File: config.mk
export PLATFORM = sky130hd
export DESIGN_NAME = unified_mem_arbiter
export DESIGN_NICKNAME = d
export VERILOG_FILES = /design/src/rtl/unified_mem_arb_pkg.sv /design/src/rtl/unified_mem_arb_pick.sv /design/src/rtl/unified_mem_arbiter.sv
export SDC_FILE = /design/constraint.sdc
export NUM_CORES = 1
export LEC_CHECK = 0
export CORE_MARGIN = 3
export CORE_UTILIZATION = 42
export DETAILED_ROUTE_END_ITERATION = 10
export PLACE_DENSITY = 0.92
export SYNTH_ARGS = -nofsm -noshare
export SYNTH_HDL_FRONTEND = slang
export SYNTH_SLANG_ARGS = --single-unit
File: constraint.sdc
create_clock -name w_clock -period 2.43 [get_ports w_clock]
set_clock_uncertainty 0.1 [all_clocks]
set_input_delay 0.729 -clock w_clock [delete_from_list [all_inputs] [get_ports w_clock]]
set_output_delay 0.729 -clock w_clock [all_outputs]
set_load 0.02 [all_outputs]
File: src/rtl/unified_mem_arb_pkg.sv
// Shared types and constants for the unified instruction/data memory arbiter.
package unified_mem_arb_pkg;

  localparam int STARVE_CNT_W = 3;

  typedef enum logic [1:0] {
    ARB_IDLE  = 2'd0,
    ARB_ISSUE = 2'd1,
    ARB_WAIT  = 2'd2,
    ARB_DONE  = 2'd3
  } arb_state_t;

  typedef enum logic {
    OWN_IF = 1'b0,
    OWN_DM = 1'b1
  } arb_owner_t;

endpackage

File: src/rtl/unified_mem_arb_pick.sv
// Priority pick between fetch and data requesters, with a starvation counter
// that forces the fetch side to win after STARVE_MAX consecutive data wins.
module unified_mem_arb_pick
  import unified_mem_arb_pkg::*;
#(
  parameter int STARVE_MAX = 3
) (
  input  logic       w_clock,
  input  logic       w_reset,
  input  logic       if_req,
  input  logic       dm_req,
  input  logic       arb_go,
  output arb_owner_t owner
);

  logic [STARVE_CNT_W-1:0] starve_cnt;
  logic                    starved;

  assign starved = (starve_cnt == STARVE_CNT_W'(STARVE_MAX));

  always_comb begin
    owner = OWN_IF;
    if (dm_req && !(if_req && starved)) begin
      owner = OWN_DM;
    end
  end

  // Only data wins over a waiting fetch count; any fetch win clears.
  always_ff @(posedge w_clock) begin
    if (w_reset) begin
      starve_cnt <= '0;
    end else if (arb_go) begin
      if (owner == OWN_IF) begin
        starve_cnt <= '0;
      end else if (if_req && !starved) begin
        starve_cnt <= starve_cnt + STARVE_CNT_W'(1);
      end
    end
  end

endmodule

File: src/rtl/unified_mem_arbiter.sv
// Shares one single-ported unified memory between the fetch port and the
// load/store port; one transaction outstanding, data side has priority.
module unified_mem_arbiter
  import unified_mem_arb_pkg::*;
#(
  parameter int ADDR_W     = 32,
  parameter int DATA_W     = 32,
  parameter int STARVE_MAX = 3
) (
  input  logic              w_clock,
  input  logic              w_reset,
  input  logic              w_if_req,
  input  logic [ADDR_W-1:0] w_if_addr,
  output logic [DATA_W-1:0] w_if_rdata,
  output logic              w_if_valid,
  output logic              w_if_stall,
  input  logic              w_dm_req,
  input  logic              w_dm_write,
  input  logic [ADDR_W-1:0] w_dm_addr,
  input  logic [DATA_W-1:0] w_dm_wdata,
  input  logic [3:0]        w_dm_be,
  output logic [DATA_W-1:0] w_dm_rdata,
  output logic              w_dm_valid,
  output logic              w_dm_stall,
  output logic              w_mem_req,
  output logic              w_mem_write,
  output logic [ADDR_W-1:0] w_mem_addr,
  output logic [DATA_W-1:0] w_mem_wdata,
  output logic [3:0]        w_mem_be,
  input  logic              w_mem_gnt,
  input  logic              w_mem_rvalid,
  input  logic [DATA_W-1:0] w_mem_rdata
);

  // state     | meaning
  // ARB_IDLE  | arbitrate between pending requests
  // ARB_ISSUE | request presented to memory, waiting for gnt
  // ARB_WAIT  | granted, waiting for rvalid
  // ARB_DONE  | owner's valid pulse, no arbitration

  arb_state_t state;
  arb_state_t state_nxt;
  arb_owner_t owner;
  arb_owner_t pick_owner;
  logic       arb_go;

  unified_mem_arb_pick #(
    .STARVE_MAX(STARVE_MAX)
  ) u_pick (
    .w_clock(w_clock),
    .w_reset(w_reset),
    .if_req (w_if_req),
    .dm_req (w_dm_req),
    .arb_go (arb_go),
    .owner  (pick_owner)
  );

  always_ff @(posedge w_clock) begin
    if (w_reset) begin
      state <= ARB_IDLE;
    end else begin
      state <= state_nxt;
    end
  end

  always_comb begin
    state_nxt = state;
    arb_go    = 1'b0;
    case (state)
      ARB_IDLE: begin
        if (w_if_req || w_dm_req) begin
          arb_go    = 1'b1;
          state_nxt = ARB_ISSUE;
        end
      end
      ARB_ISSUE: begin
        if (w_mem_gnt) begin
          state_nxt = ARB_WAIT;
        end
      end
      ARB_WAIT: begin
        if (w_mem_rvalid) begin
          state_nxt = ARB_DONE;
        end
      end
      ARB_DONE: begin
        state_nxt = ARB_IDLE;
      end
      default: begin
        state_nxt = ARB_IDLE;
      end
    endcase
  end

  // Request fields are latched once at arbitration so requester-side changes
  // during the transaction cannot disturb the access in flight.
  always_ff @(posedge w_clock) begin
    if (w_reset) begin
      owner       <= OWN_IF;
      w_mem_req   <= 1'b0;
      w_mem_write <= 1'b0;
      w_mem_addr  <= '0;
      w_mem_wdata <= '0;
      w_mem_be    <= 4'h0;
      w_if_rdata  <= '0;
      w_dm_rdata  <= '0;
      w_if_valid  <= 1'b0;
      w_dm_valid  <= 1'b0;
    end else begin
      w_if_valid <= 1'b0;
      w_dm_valid <= 1'b0;
      case (state)
        ARB_IDLE: begin
          if (arb_go) begin
            owner     <= pick_owner;
            w_mem_req <= 1'b1;
            if (pick_owner == OWN_DM) begin
              w_mem_write <= w_dm_write;
              w_mem_addr  <= w_dm_addr;
              w_mem_wdata <= w_dm_wdata;
              w_mem_be    <= w_dm_be;
            end else begin
              w_mem_write <= 1'b0;
              w_mem_addr  <= w_if_addr;
              w_mem_wdata <= '0;
              w_mem_be    <= 4'hF;
            end
          end
        end
        ARB_ISSUE: begin
          if (w_mem_gnt) begin
            w_mem_req <= 1'b0;
          end
        end
        ARB_WAIT: begin
          if (w_mem_rvalid) begin
            if (owner == OWN_DM) begin
              w_dm_rdata <= w_mem_rdata;
              w_dm_valid <= 1'b1;
            end else begin
              w_if_rdata <= w_mem_rdata;
              w_if_valid <= 1'b1;
            end
          end
        end
        default: begin
        end
      endcase
    end
  end

  assign w_if_stall = w_if_req & ~w_if_valid;
  assign w_dm_stall = w_dm_req & ~w_dm_valid;

endmodule

; ---- Word-level counts from Yosys, hierarchy flattened
; Index checks and enable logic that the tools add are counted.
[word_totals]
reg_bits = 142
output_inout_bits = 138
[op_classes]
n_addsub = 1
n_eq_ne = 9
n_mux = 18
n_bitwise = 7
n_reduce_logical = 15
[ops]
columns = operator, n
row1 = $mux W32, 2
row2 = $reduce_and A3 Y1, 4
row3 = $mux W1, 8
row4 = $ne A2 B2 Y1 const B, 4
row5 = $pmux W2 S4, 1
row6 = $mux W2, 3
row7 = $mux W3, 2
row8 = $not A1 Y1, 5
row9 = $eq A2 B2 Y1 const B, 2
row10 = $mux W4, 1
row11 = $reduce_and A2 Y1, 2
row12 = $add A3 B1 Y3 const B, 1
row13 = $eq A3 B2 Y1 const B, 1
row14 = $logic_and A1 B1 Y1, 3
row15 = $reduce_or A3 Y1, 1
row16 = $and A1 B1 Y1, 2
row17 = $eq A2 B1 Y1 const B, 1
row18 = $logic_not A1 Y1, 2
row19 = $logic_not A2 Y1, 1
row20 = $ne A2 B1 Y1 const B, 1
row21 = $pmux W1 S2, 1
row22 = $reduce_bool A2 Y1, 1
row23 = $logic_or A1 B1 Y1, 1

; ---- Longest topological paths before layout
; Gate-level depths: netlist of run 1.
[depth]
depth_word = 7
mapped_depth = 7

; ---- Cells and area by module
; From an unflattened synthesis of run 1, not the netlist that was laid out.
[unflattened]
hier_cells = 643
hier_area_um2 = 5615.4
[by_module_without_submodules]
columns = mod, n_inst, cells_per_inst, area_per_inst_um2, seq_area_each_um2
row1 = unified_mem_arbiter, 1, 624, 5430.2, 2782.7
row2 = unified_mem_arb_pick, 1, 19, 185.2, 60.1

; ---- Worst setup path before layout of run 1
; No wires, ideal clock.
[synth_timing]
kind = input -> output
start = in w_dm_req
end = out w_dm_stall
t_arrival_ns = 1.056
setup_slack_ns = 0.545
cell_stages = 1
path_buffers = 0
path_cell_list = nor2b_1
[synth_via]
elab_chain_cells = 1
[synth_lines]
columns = element, line_no
row1 = start: declaration, unified_mem_arbiter.sv:17  ; input logic w_dm_req,
row2 = $and A1 B1 Y1, unified_mem_arbiter.sv:153  ; assign w_dm_stall = w_dm_req & ~w_dm_valid;
row3 = end: declaration, unified_mem_arbiter.sv:24  ; output logic w_dm_stall,
; No other way between the ends.

; ---- Final worst setup path of run 1
[layout_timing]
start = in w_if_req
end = out w_if_stall
[layout_via]
elab_chain_cells = 1
[layout_lines]
columns = element, line_no
row1 = start: declaration, unified_mem_arbiter.sv:12  ; input logic w_if_req,
row2 = $and A1 B1 Y1, unified_mem_arbiter.sv:152  ; assign w_if_stall = w_if_req & ~w_if_valid;
row3 = end: declaration, unified_mem_arbiter.sv:16  ; output logic w_if_stall,
; No other way between the ends.

==> results of run 1 <==
[kinds of logic after synthesis]
group | share of synthesized area (%)
and+or+nand+nor | 16.49
AOI/OAI and AO/OA | 21.47
DFF | 55.50
buffers and inverters | 4.934
adders and majority gates | 1.221
muxes | 0.3908
[layout make-up]
cell class | instances | share of cell area (%)
multi-input combinational | 399 | 23.52
inverter | 8 | 0.3482
sequential | 142 | 32.97
clock inverter | 13 | 1.596
clock buffer | 19 | 5.136
timing repair buffer | 293 | 34.36
tap | 143 | 2.075
[layout by cell type (no fill, tap or decap), types with 4 or more instances in the layout]
| cell type | Yosys | layout |
|---|---|---|
| inv_1 | 8 | 8 |
| o21ai_0 | 32 | 32 |
| buf_12 | 0 | 7 |
| dfxtp_1 | 142 | 142 |
| a31oi_1 | 32 | 32 |
| a22o_1 | 33 | 33 |
| clkdlybuf4s50_1 | 0 | 273 |
| o221a_2 | 4 | 4 |
| ha_1 | 5 | 5 |
| clkinv_2 | 0 | 4 |
| nand2_1 | 197 | 197 |
| nor2_1 | 8 | 8 |
| clkbuf_16 | 0 | 17 |
| a21oi_1 | 67 | 67 |
| buf_4 | 1 | 10 |
[critical path, delay by kind of cell]
| family | cells | cell delay, ns |
|---|---|---|
| buf+inv | 2 | 0.63 |
| simple gates | 1 | 0.12 |
[registers in the layout, indices dropped and copies added, names as in the netlist]
signal,cells
w_mem_write,1
w_dm_rdata,32
w_mem_wdata,32
w_mem_req,1
u_pick.starve_cnt,3
w_if_valid,1
w_dm_valid,1
w_mem_addr,32
state,2
w_if_rdata,32
owner,1
w_mem_be,4
[metal layers]
layer | vias to the layer above | wire length, um | global-route usage (%)
li1 | 2549 | - | -
met1 | 2460 | 6027 | 26.21
met2 | 258 | 8366 | 41.04
met3 | 30 | 1672 | 9.275
met4 | 0 | 388 | 9.667
met5 | - | 0 | 0
[stage by stage]
stage / hold slack (ns) / TNS [ns] / instances / instance area, sq um / power [mW]
after global placement: 0.3413 / -0.6589 / 985 / 8053 / 5.457
final: 0.3522 / 0 / 1017 / 8623 / 7.995
after detailed placement: 0.3456 / -0.9010 / 985 / 8053 / 5.507
after global routing: 0.3708 / 0 / 1017 / 8623 / 8.394
after floorplan: 0.3515 / 0 / 596 / 5122 / 4.262
after CTS: 0.3533 / 0 / 1017 / 8636 / 8.053
[how the worst max path moves through the flow]
stage / from / endpoint / slack, ns / cells after the start
after global placement: w_if_req / w_if_stall / -0.33 / 3
after CTS: w_if_req / w_if_stall / 0.009 / 3
after floorplan: w_dm_req / w_dm_stall / 0.54 / 1
after global routing: w_if_req / w_if_stall / 0.06 / 3
after detailed placement: w_if_req / w_if_stall / -0.34 / 3
final: w_if_req / w_if_stall / 0.12 / 3
[power breakdown]
group | switching, mW | internal, mW | total, mW
logic | 1.33 | 1.22 | 2.55
clock network | 0.989 | 1.54 | 2.53
registers | 0.198 | 2.71 | 2.91
[timing repair]
| action | 4_1_cts | 5_1_grt |
|---|---|---|
| gates resized for setup | 6 | 2 |
| cloned | 0 | 0 |
| setup endpoints to repair | 2 | 2 |
==> implementation parameters, run 1 <==
Parameter                              Value

Floorplan
  Standard-cell rows    39
  Effective utilization at floorplan    43.92%
  Standard cell core area    0.01166 sq mm
  Number of top-level pins    277
  Total Die Area    0.01356 sq mm
  Horizontal die dimension    116.4 um
  Die extent in y    116.4 um

Synth
  Share of the yosys chip area belonging to registers    55.50%
  Top flip-flop cell by instance count after synthesis    dfxtp_1
  Number of distinct library cell variants in the gate-level netlist after synthesis    30
  Most repeated cell in the gate-level netlist after synthesis    nand2_1
  FF+latch count, synth    142
  Per-instance average area after synthesis    8.595 sq um
  Most area-consuming cells after synthesis    dfxtp_1 (55%), nand2_1 (14%), a21oi_1 (6.5%)
  Cell type contributing the most total cell area after synthesis    dfxtp_1
  Fraction of synthesized cell area taken by the top area cell type    55.50%
  EDFF count, synth    0
  Share of flip-flops with an asynchronous set or reset    0%
  Synthesized netlist net count    740
  Summed instance area of the synthesized netlist    0.005122 sq mm
  Syn Inst Count    596
  Most instantiated cells after synthesis    nand2_1 (197), dfxtp_1 (142), a21oi_1 (67), a22o_1 (33)
  Yosys warning total    0

Route
  Final wirelength    16.46 mm
  Violation count after the first detailed-routing iteration    428
  Total iterations of the first detailed-routing run    5
  Detailed-route via count    5,297
  Number of design rule violations left after detail routing    0
  Drt wl/cell    16.18 um
  Final ANT Viol Nets    0
  Via count normalized by instance count    5.208

Layout
  Area of all sequential standard cells    0.002843 sq mm
  Filler cells    829
  Area of the multi-input gates    0.002028 sq mm
  Share of final-layout standard cells stronger than drive strength 1    6.751%
  Layout Area Growth over Synthesis    68.34%
  Fin util    73.94%
  Post-layout nets    1,005
  Diodes inserted    0

Hold path
  Capture endpoint of the worst hold path    w_if_rdata[1]$_SDFFE_PP0P_
  Hold Path Cell Cnt    2
  Path category of the worst min-delay check    flip-flop to flip-flop
  Launch instance of the worst min-delay path    w_if_rdata[1]$_SDFFE_PP0P_

Clocking
  Cts bufs inserted    17
  Clk Tree Root Cell    clkbuf_16
  Num Clock Sinks    142
  Clock tree from TritonCTS    built
  Number of H-tree branching levels    4
  Register clock-pin slew on the reported worst setup and hold paths    0.05 ns
  Quantity of hold-fixing buffers added after cts    0
  Number of setup buffers added after CTS    0
  Clk_lat worst skew    0.41 ns
  Clock Path Buffers    2

Placed design
  Port Buffer Count    276
  Post-detailed-placement half-perimeter wirelength    11.70 mm
  Worst slack at placement    -0.3350 ns
  Final weighted congestion of routability-driven global placement    0.8467

STA
  Clock period minus worst slack    2.314 ns
  Unrepaired setup endpoints after global routing    no
  Hold Violations, Final    0
  Slew HR    58.69%
  Final Slew Violations    0
  Final setup slack of the worst path    0.1155 ns
  Crit share post-route    95.25%
  Total of endpoints with negative setup slack in the final report    0
  Worst slew pin tran    0.6197 ns
  Maximum achievable frequency    432.1 MHz

Worst setup path
  Kind of start point of the critical path    input port
  R2r endpoint    w_mem_addr[7]$_SDFFE_PP0P_
  Cells along the critical path    clkdlybuf4s50_1 > nor2b_1 > buf_2
  Crit. End Element    primary output
  CP Class    input port to primary output
  Worst reg2reg startpoint    u_pick.starve_cnt[0]$_SDFFE_PP0P_
  Worst-path cell with the longest stage delay    clkdlybuf4s50_1
  Cell depth of the worst flop-to-flop path    5
  Worst reg-to-reg setup slack    0.63 ns
  Required time of the critical path    1.60 ns
  Arrival time worst endpoint    1.49 ns
  Critical Path Fanout Max    2
  Largest stage delay, worst path    0.47 ns

Job
  Number of max-cap violations    0

Global routing
  Wire length of the first global-routing pass    24.94 mm
  Vias in the first global route    5,058
  Maximum number of pins on one net before global-route repair    44
  Overall fraction of global-route tracks in use    23.79%
  Gr ovfl total    0
  Initial antenna violation count    0

Status
  Outcome    completed

Pwr
  Reported leakage power    3.214 nW
  Largest voltage drop on the vdd net    0.5734 mV
  Total power per unit cell area    927.2 mW/mm^2
(Power assumes the default switching activity.)
==> inputs of run 2 (changes only) <==
--- a/config.mk
+++ b/config.mk
@@ -6,9 +6,10 @@
 export NUM_CORES = 1
 export LEC_CHECK = 0
 export CORE_MARGIN = 3
-export CORE_UTILIZATION = 42
+export CORE_UTILIZATION = 39
 export DETAILED_ROUTE_END_ITERATION = 10
-export PLACE_DENSITY = 0.92
+export PLACE_DENSITY = 0.86
+export REMOVE_ABC_BUFFERS = 1
 export SYNTH_ARGS = -nofsm -noshare
 export SYNTH_HDL_FRONTEND = slang
 export SYNTH_SLANG_ARGS = --single-unit
==> constraint.sdc (replaced) <==
create_clock -name w_clock -period 2.2 [get_ports w_clock]
set_clock_uncertainty 0.1 [all_clocks]
set_input_delay 0.66 -clock w_clock [delete_from_list [all_inputs] [get_ports w_clock]]
set_output_delay 0.66 -clock w_clock [all_outputs]
set_load 0.02 [all_outputs]
==> implementation parameters, run 2 (synthesis results as in run 1) <==
Parameter                              Value

Layout
  Fin util    68.69% (was 73.94%)
  Highest-count cells in the layout ignoring fill and taps    clkdlybuf4s50_1 (256), nand2_1 (197), dfxtp_1 (142) (was clkdlybuf4s50_1 (273), nand2_1 (197), dfxtp_1 (142))
  Diodes inserted    0 (unchanged)
  Finished Cell Area    0.008738 sq mm (was 0.008623 sq mm)
  Share of final-layout standard cells stronger than drive strength 1    7.094% (was 6.751%)
  Post-layout nets    1,005 (unchanged)
  Number of cells in the finished layout apart from fillers    1,046 (was 1,017)
  Most frequent standard cell in the layout excluding fill and tap cells    clkdlybuf4s50_1 (unchanged)
  Layout Area Growth over Synthesis    70.59% (was 68.34%)

Placed design
  Worst slack at placement    -0.5114 ns (was -0.3350 ns)
  Post-detailed-placement half-perimeter wirelength    11.94 mm (was 11.70 mm)
  Area post-placement    0.008127 sq mm (was 0.008053 sq mm)
  Final weighted congestion of routability-driven global placement    0.7748 (was 0.8467)
  Cell total after placement    1,014 (was 985)
  Port Buffer Count    276 (unchanged)

Worst setup path
  CP Class    flip-flop to primary output (was input port to primary output)
  Largest stage delay, worst path    0.62 ns (was 0.47 ns)
  Kind of start point of the critical path    flip-flop (was input port)
  Cells along the critical path    clkdlybuf4s50_1 (was clkdlybuf4s50_1 > nor2b_1 > buf_2)
  Worst-path cell with the longest stage delay    clkdlybuf4s50_1 (unchanged)
  Critical Path Fanout Max    2 (unchanged)
  Crit-path leading delay family    buffers and inverters (unchanged)
  Arrival time worst endpoint    1.39 ns (was 1.49 ns)
  Required time of the critical path    1.44 ns (was 1.60 ns)
  Worst path bufs/invs    1 (was 2)
  Crit. End Element    primary output (unchanged)

Pwr
  Overall power after layout    8.784 mW (was 7.995 mW)
  Total power per unit cell area    1005 mW/mm^2 (was 927.2 mW/mm^2)
  Reported leakage power    3.467 nW (was 3.214 nW)
  Largest voltage drop on the vdd net    0.5551 mV (was 0.5734 mV)

Floorplan
  Die extent in y    120.6 um (was 116.4 um)
  Total Die Area    0.01455 sq mm (was 0.01356 sq mm)
  Effective utilization at floorplan    40.26% (was 43.92%)
  Standard-cell rows    41 (was 39)
  Standard cell core area    0.01272 sq mm (was 0.01166 sq mm)
  Horizontal die dimension    120.6 um (was 116.4 um)
  Number of top-level pins    277 (unchanged)

Route
  Number of design rule violations left after detail routing    0 (unchanged)
  Final wirelength    16.76 mm (was 16.46 mm)
  Drt wl/cell    16.02 um (was 16.18 um)
  Detailed-route via count    5,254 (was 5,297)
  Violation count after the first detailed-routing iteration    403 (was 428)
  Final ANT Viol Nets    0 (unchanged)
  Via count normalized by instance count    5.023 (was 5.208)
  Total iterations of the first detailed-routing run    4 (was 5)

Clocking
  Clk_lat worst skew    0.41 ns (about the same)
  Number of setup buffers added after CTS    0 (unchanged)
  Number of H-tree branching levels    4 (unchanged)
  Register clock-pin slew on the reported worst setup and hold paths    0.06 ns (was 0.05 ns)
  Cts bufs inserted    17 (unchanged)
  Num Clock Sinks    142 (unchanged)
  Clock tree from TritonCTS    built (unchanged)
  Clock Path Buffers    2 (unchanged)
  Clk Tree Root Cell    clkbuf_16 (unchanged)

STA
  Total of endpoints with negative setup slack in the final report    0 (unchanged)
  Slew HR    56.20% (was 58.69%)
  Final setup slack of the worst path    0.05014 ns (was 0.1155 ns)
  Unrepaired setup endpoints after global routing    no (unchanged)
  Hold Violations, Final    0 (unchanged)
  Clock period minus worst slack    2.150 ns
  Maximum achievable frequency    465.1 MHz
  Worst slew pin tran    0.6570 ns (was 0.6197 ns)
  Crit share post-route    97.72%
  Final Slew Violations    0 (unchanged)

Global routing
  Wire length of the first global-routing pass    26.00 mm (was 24.94 mm)
  Maximum number of pins on one net before global-route repair    67 (was 44)
  Overall fraction of global-route tracks in use    22.70% (was 23.79%)
  Initial antenna violation count    0 (unchanged)
  Gr ovfl total    0 (unchanged)
  Vias in the first global route    5,156 (was 5,058)

Job
  Number of max-cap violations    0 (unchanged)

Hold path
  Path category of the worst min-delay check    flip-flop to flip-flop (unchanged)

Status
  Outcome    completed (unchanged)
-- run 2: report_power, final --
part           total (mW)  internal (mW)  switching (mW)
clock                2.74           1.60            1.14
combinational        2.83           1.36            1.47
sequential           3.21           3.00           0.216
total                8.78           5.96            2.82
-- run 2: final timing paths --
kind | slack, ns | to | depth (start not counted) | from
setup reg to reg | 0.42 | w_mem_addr[6]$_SDFFE_PP0P_ | 5 | u_pick.starve_cnt[0]$_SDFFE_PP0P_
hold / removal | 0.35 | w_dm_rdata[13]$_SDFFE_PP0P_ | 2 | w_dm_rdata[13]$_SDFFE_PP0P_
hold reg to reg | 0.35 | w_dm_rdata[13]$_SDFFE_PP0P_ | 2 | w_dm_rdata[13]$_SDFFE_PP0P_
setup / recovery | 0.05 | w_mem_addr[8] | 1 | w_mem_addr[8]$_SDFFE_PP0P_
-- run 2: per-layer routing --
| layer | wire length (um) | GRT usage, % |
|---|---|---|
| met1 | 6124 | 24.10 |
| met2 | 8382 | 39.61 |
| met3 | 1848 | 9.588 |
| met4 | 401 | 9.278 |
| met5 | 0 | 0 |
-- run 2: area by class of cell --
class | instances | area [sq um]
Fill cell | 961 | 3984
Timing Repair Buffer | 293 | 3033
Inverter | 8 | 30.03
Clock buffer | 18 | 439.2
Multi-Input combinational cell | 399 | 2043
Sequential cell | 142 | 2843
Clock inverter | 14 | 135.1
Tap cell | 172 | 215.2
-- run 2: repair_timing --
item,CTS,global route
endpoints found under the hold margin,0,0
endpoints found under the setup margin,4,12
hold buffers,0,0
resized for setup,20,12
cloned,0,0
pin swaps,0,0
-- run 2: tightest hold or removal path, cell delays in order (launching register included) --
cell and delay, ns:
dfxtp_1 0.31, nand2_1 0.05, a21oi_1 0.05
-- run 2: stage by stage --
step	hold WS [ns]	setup TNS, ns
3_3_place_gp	0.3410	-5.145
6_report	0.3508	0
5_1_grt	0.3709	0
3_5_place_dp	0.3453	-7.462
2_1_floorplan	0.3515	-16.95
4_1_cts	0.3532	0
